`src/rtl/conv2d_pw_scheduler.sv`:
```
`default_nettype none
// ============================================================================
//  Module      : conv2d_pw_scheduler
//  Description : Walks one shared 1x1 convolution engine over every
//                (out_ch, in_ch) pair of a layer, in_ch innermost. Each job
//                is tagged with first/last flags for accumulator control.
//                The module pulses once per finished output channel and
//                once when the whole layer is finished.
//  Revision    : 1.0 - initial release
// ============================================================================
module conv2d_pw_scheduler #(
  parameter int IN_CHANNEL  = 1,
  parameter int OUT_CHANNEL = 1,
  parameter int IC_W        = (IN_CHANNEL  > 1) ? $clog2(IN_CHANNEL)  : 1,
  parameter int OC_W        = (OUT_CHANNEL > 1) ? $clog2(OUT_CHANNEL) : 1
) (
  input  logic            clk,
  input  logic            rst,
  input  logic            start,
  input  logic            abort,
  output logic            busy,
  output logic            done,
  output logic            eng_start,
  output logic [IC_W-1:0] eng_in_ch,
  output logic [OC_W-1:0] eng_out_ch,
  output logic            eng_first,
  output logic            eng_last,
  input  logic            eng_done,
  output logic            ch_done,
  output logic [OC_W-1:0] ch_idx,
  output logic            proto_err
);

  localparam logic [IC_W-1:0] c_IC_LAST = IC_W'(IN_CHANNEL - 1);
  localparam logic [OC_W-1:0] c_OC_LAST = OC_W'(OUT_CHANNEL - 1);

  typedef enum logic [1:0] {
    S_IDLE  = 2'd0,
    S_ISSUE = 2'd1,
    S_WAIT  = 2'd2,
    S_DONE  = 2'd3
  } state_t;

  state_t          r_state;
  state_t          w_state_nxt;
  logic [IC_W-1:0] r_ic;
  logic [IC_W-1:0] w_ic_nxt;
  logic [OC_W-1:0] r_oc;
  logic [OC_W-1:0] w_oc_nxt;
  logic [IC_W-1:0] r_eng_in_ch;
  logic [OC_W-1:0] r_eng_out_ch;
  logic            r_eng_first;
  logic            r_eng_last;
  logic            r_ch_done;
  logic [OC_W-1:0] r_ch_idx;
  logic            r_proto_err;

  logic w_abort;
  logic w_accept;
  logic w_job_done;
  logic w_last_pair;

  // abort only matters mid-layer; in IDLE it merely blocks a start
  assign w_abort     = abort && (r_state != S_IDLE);
  assign w_accept    = start && !abort && (r_state == S_IDLE);
  // abort outranks eng_done, so an aborted job never counts as completed
  assign w_job_done  = eng_done && !abort && (r_state == S_WAIT);
  assign w_last_pair = (r_ic == c_IC_LAST) && (r_oc == c_OC_LAST);

  // State register plus the (in_ch, out_ch) pair counters
  always_ff @(posedge clk) begin
    if (rst) begin
      r_state <= S_IDLE;
      r_ic    <= '0;
      r_oc    <= '0;
    end else begin
      r_state <= w_state_nxt;
      r_ic    <= w_ic_nxt;
      r_oc    <= w_oc_nxt;
    end
  end

  // Next-state, counter advance and state-decoded handshake outputs
  always_comb begin
    w_state_nxt = r_state;
    w_ic_nxt    = r_ic;
    w_oc_nxt    = r_oc;
    busy        = 1'b0;
    done        = 1'b0;
    eng_start   = 1'b0;
    case (r_state)
      S_IDLE: begin
        if (w_accept) begin
          w_state_nxt = S_ISSUE;
          w_ic_nxt    = '0;
          w_oc_nxt    = '0;
        end
      end
      S_ISSUE: begin
        busy        = 1'b1;
        eng_start   = 1'b1;
        w_state_nxt = S_WAIT;
      end
      S_WAIT: begin
        busy = 1'b1;
        if (w_job_done) begin
          if (w_last_pair) begin
            w_state_nxt = S_DONE;
          end else begin
            w_state_nxt = S_ISSUE;
            if (r_ic == c_IC_LAST) begin
              w_ic_nxt = '0;
              w_oc_nxt = r_oc + 1'b1;
            end else begin
              w_ic_nxt = r_ic + 1'b1;
            end
          end
        end
      end
      S_DONE: begin
        busy        = 1'b1;
        done        = 1'b1;
        w_state_nxt = S_IDLE;
      end
      default: w_state_nxt = S_IDLE;
    endcase
    if (w_abort) begin
      w_state_nxt = S_IDLE;
      w_ic_nxt    = '0;
      w_oc_nxt    = '0;
    end
  end

  // Job descriptor latched when entering ISSUE; holds through WAIT and IDLE
  always_ff @(posedge clk) begin
    if (rst) begin
      r_eng_in_ch  <= '0;
      r_eng_out_ch <= '0;
      r_eng_first  <= 1'b0;
      r_eng_last   <= 1'b0;
    end else if (w_state_nxt == S_ISSUE) begin
      r_eng_in_ch  <= w_ic_nxt;
      r_eng_out_ch <= w_oc_nxt;
      r_eng_first  <= (w_ic_nxt == '0);
      r_eng_last   <= (w_ic_nxt == c_IC_LAST);
    end
  end

  // Per-output-channel completion pulse, raised when a last-tagged job ends
  always_ff @(posedge clk) begin
    if (rst) begin
      r_ch_done <= 1'b0;
      r_ch_idx  <= '0;
    end else begin
      r_ch_done <= w_job_done && r_eng_last;
      if (w_job_done && r_eng_last) begin
        r_ch_idx <= r_oc;
      end
    end
  end

  // Sticky protocol error: a fresh error outranks the clear from a new start
  always_ff @(posedge clk) begin
    if (rst) begin
      r_proto_err <= 1'b0;
    end else if (eng_done && (r_state != S_WAIT)) begin
      r_proto_err <= 1'b1;
    end else if (w_accept) begin
      r_proto_err <= 1'b0;
    end
  end

  assign eng_in_ch  = r_eng_in_ch;
  assign eng_out_ch = r_eng_out_ch;
  assign eng_first  = r_eng_first;
  assign eng_last   = r_eng_last;
  assign ch_done    = r_ch_done;
  assign ch_idx     = r_ch_idx;
  assign proto_err  = r_proto_err;

endmodule
`default_nettype wire
```
`config.mk`:
```
export PLATFORM = sky130hd
export DESIGN_NAME = conv2d_pw_scheduler
export DESIGN_NICKNAME = d
export VERILOG_FILES = /design/src/rtl/conv2d_pw_scheduler.sv
export SDC_FILE = /design/constraint.sdc
export NUM_CORES = 1
export LEC_CHECK = 0
export CAP_MARGIN = 20
export CORE_AREA = 2 2 39 41
export CTS_CLUSTER_DIAMETER = 100
export CTS_CLUSTER_SIZE = 12
export DETAILED_ROUTE_END_ITERATION = 16
export DIE_AREA = 0 0 41 43
export PLACE_DENSITY = 0.71
export SKIP_CTS_REPAIR_TIMING = 1
export SLEW_MARGIN = 20
export SYNTH_ARGS = -nofsm -noshare
export SYNTH_HDL_FRONTEND = slang
export SYNTH_SLANG_ARGS = --single-unit
```
`constraint.sdc`:
```
create_clock -name clk -period 1.1 [get_ports clk]
set_clock_uncertainty 0.05 [all_clocks]
set_input_delay 0.33 -clock clk [delete_from_list [all_inputs] [get_ports clk]]
set_output_delay 0.33 -clock clk [all_outputs]
set_load 0.05 [all_outputs]
```
==> impl_metrics.json <==
{
  "instances_no_fill": 85,
  "grt_start_max_net_pins": 9,
  "final_max_slew_viol_count": 0,
  "synth_seq_cells": 10,
  "cp_slowest_stage_delay_ns": 0.37,
  "insertion_delay_ns": 0.26,
  "syn_nets": 49,
  "utilization_pct": 60.40,
  "placed_area_um2": 757.0,
  "layout_commonest_cell": "buf_12",
  "layout_common_cells": "buf_12, buf_4, dfxtp_2",
  "fmaxAchievable_mhz": 707.7,
  "start_util_pct": 31.56,
  "post_drt_wl_per_cell_um": 12.01,
  "setup_viol": 16,
  "num_vias": 431,
  "synth.area.top_cells": "dfxtp_1, a221oi_4, nor3b_1",
  "grt_pass1_wl_um": 1559,
  "grt_overflow_total": 0,
  "ant_nets": 0,
  "p_comb_share_pct": 21.5,
  "cts.path.max_buffers": 2,
  "worst_slack_ns": -0.3130,
  "multi_input_area_um2": 237.7,
  "drive_gt1_share_pct": 59.42,
  "antenna_found_initial": 0,
  "rsz0062_at_grt": "yes",
  "final_hold_viol_count": 0,
  "power.internal_mw": 0.6703,
  "gp_congestion": 0.7442,
  "postSynthAreaPerCell_um2": 9.924,
  "synth.largest_area_cell": "dfxtp_1",
  "max_cap_violations": 0,
  "path_class": "register to primary output",
  "ff_latch_area_um2": 215.2,
  "cts_buffers": 3,
  "nNetsFinal": 75,
  "startpoint": "r_state[1]$_SDFF_PP0_",
  "p_leak_nw": 0.3679,
  "die_y_um": 43,
  "worst_pin_slew_ns": 0.2622,
  "period_share_pct": 128.5,
  "synth_cells": 44,
  "cp.required_ns": 0.72,
  "switchingPower_mw": 0.2324,
  "yosys_warnings": 0,
  "dr.pass1.iters": 4,
  "powerDensity_nw_per_um2": 1080,
  "cts.sink_count": 10,
  "yosysSeqAreaShare_pct": 45.85,
  "synth_area_um2": 436.7,
  "first_iter_violations": 4,
  "num-fill-cells": 109,
  "cts_tree": "done",
  "path_clk_slew_ns": 0.07,
  "syn_to_final_growth_pct": 91.40,
  "place_inst": 80,
  "die_w_um": 41,
  "slowest_stage": "dfxtp_2",
  "violations": "negative setup slack",
  "hold_start": "start",
  "end_kind": "primary output",
  "fin_area_um2": 835.8,
  "ir_worst_vdd_mv": 0.5564,
  "synth_cell_types": 26,
  "path_cells": "and2b_2 -> buf_12",
  "cts_htree_levels": 1,
  "hpwl_um": 746.4,
  "num_rows": 14,
  "routed_wl_um": 1021,
  "grt_pass1_vias": 408,
  "dieArea_um2": 1763,
  "yosysTopAreaCellShare_pct": 45.85,
  "place_ws_ns": -0.5495,
  "grt.total_usage_pct": 13.52,
  "drc": 0,
  "pwr-share-clk_pct": 36.2,
  "p_seq_share_pct": 42.3,
  "relSlewSlack_pct": 82.44,
  "io_pins": 15,
  "root_buffer": "clkbuf_4",
  "status": "complete, but fails checks",
  "cp_max_fo": 6,
  "finalCriticalPeriod_ns": 1.413,
  "crit_arrival_ns": 1.03,
  "core_area_um2": 1384,
  "switching_share_pct": 25.74,
  "r2r_start": "r_state[0]$_SDFF_PP0_",
  "vias_per_cell": 5.071,
  "min-delay-path-class": "primary input to register",
  "portBuffers": 14,
  "antenna_cells": 0,
  "worst_setup_path_start_kind": "register"
}
## cells in the mapped netlist
library cell and instances:
nand4b_1 1, or2_4 1, nor2b_2 1, o21ai_1 1, and2b_1 1, and2_2 1
buf_4 1, o2111a_1 1, a2111oi_1 1, a211oi_1 1, nor2b_1 1, nand2_1 1
a21o_1 1, dfxtp_1 10, a21oi_1 2, inv_1 2, nor3_1 2, o21ai_0 1
mux2i_1 1, nor3b_1 3, or2_1 1, nor2_1 5, and2_1 1, clkbuf_2 1
nand2b_2 1, a221oi_4 1
## cell families (layout without fill, tap and decap cells)
| logic type | after synthesis | count (layout) | share of synthesized area [%] |
|---|---|---|---|
| flops | 10 | 10 | 45.84 |
| compound gates | 9 | 9 | 18.91 |
| mux | 1 | 1 | 2.292 |
| simple gates | 20 | 20 | 28.37 |
| buf+inv | 4 | 29 | 4.585 |
## worst max-delay path: cells and delay by family (launching register included)
| family | cells | cell delay (ns) |
|---|---|---|
| buffers and inverters | 1 | 0.15 |
| and+or+nand+nor | 1 | 0.25 |
| DFF | 1 | 0.37 |
## final cells by class
cell class              instances  share of cell area [%]
flip-flops and latches         10                   25.75
clock buffers                   4                   4.341
well taps                      16                   2.395
repair buffers                 23                   38.17
inverters                       2                  0.8982
multi-input cells              30                   28.44
## power by group through the flow
stage                     registers (mW)  clock network [mW]  logic [mW]
after global routing               0.384               0.348       0.204
after detailed placement           0.391                   0       0.186
after global placement             0.391                   0       0.184
after CTS                          0.383               0.338       0.187
after floorplan                    0.405                   0      0.0746
final                              0.382               0.327       0.194
## sequential cells by signal, summed over array words and instances (netlist names)
| register | count |
|---|---|
| r_ic | 1 |
| eng_in_ch | 1 |
| eng_out_ch | 1 |
| ch_idx | 1 |
| r_oc | 1 |
| eng_last | 1 |
| ch_done | 1 |
| proto_err | 1 |
| r_state | 2 |
## metal layers
layer | track usage [%] | wire length (µm) | vias to the layer above | part of all wire (%)
li1 | - | - | 205 | -
met1 | 13.73 | 440 | 211 | 43
met2 | 22.19 | 505 | 13 | 49
met3 | 1.571 | 56 | 2 | 5.5
met4 | 12.00 | 19 | 0 | 1.9
met5 | 0 | 0 | - | 0
## per-stage QoR
step / power [mW] / hold slack, ns / setup TNS, ns
after floorplan: 0.4795 / 0.3593 / -0.1797
after global placement: 0.5752 / 0.3974 / -4.184
after detailed placement: 0.5767 / 0.4059 / -4.469
after CTS: 0.9084 / 0.4162 / -3.244
after global routing: 0.9357 / 0.3019 / -2.579
final: 0.9027 / 0.2990 / -1.860
## path summary, 6_finish.rpt
| check | depth (start not counted) | endpoint | slack (ns) |
|---|---|---|---|
| setup reg to reg | 5 | eng_out_ch$_SDFFE_PP0N_ | -0.18 |
| setup / recovery | 2 | eng_start | -0.31 |
| hold reg to reg | 2 | r_ic$_SDFF_PP0_ | 0.45 |
| hold / removal | 2 | proto_err$_SDFFE_PP0P_ | 0.30 |
(Power assumes the default switching activity.)
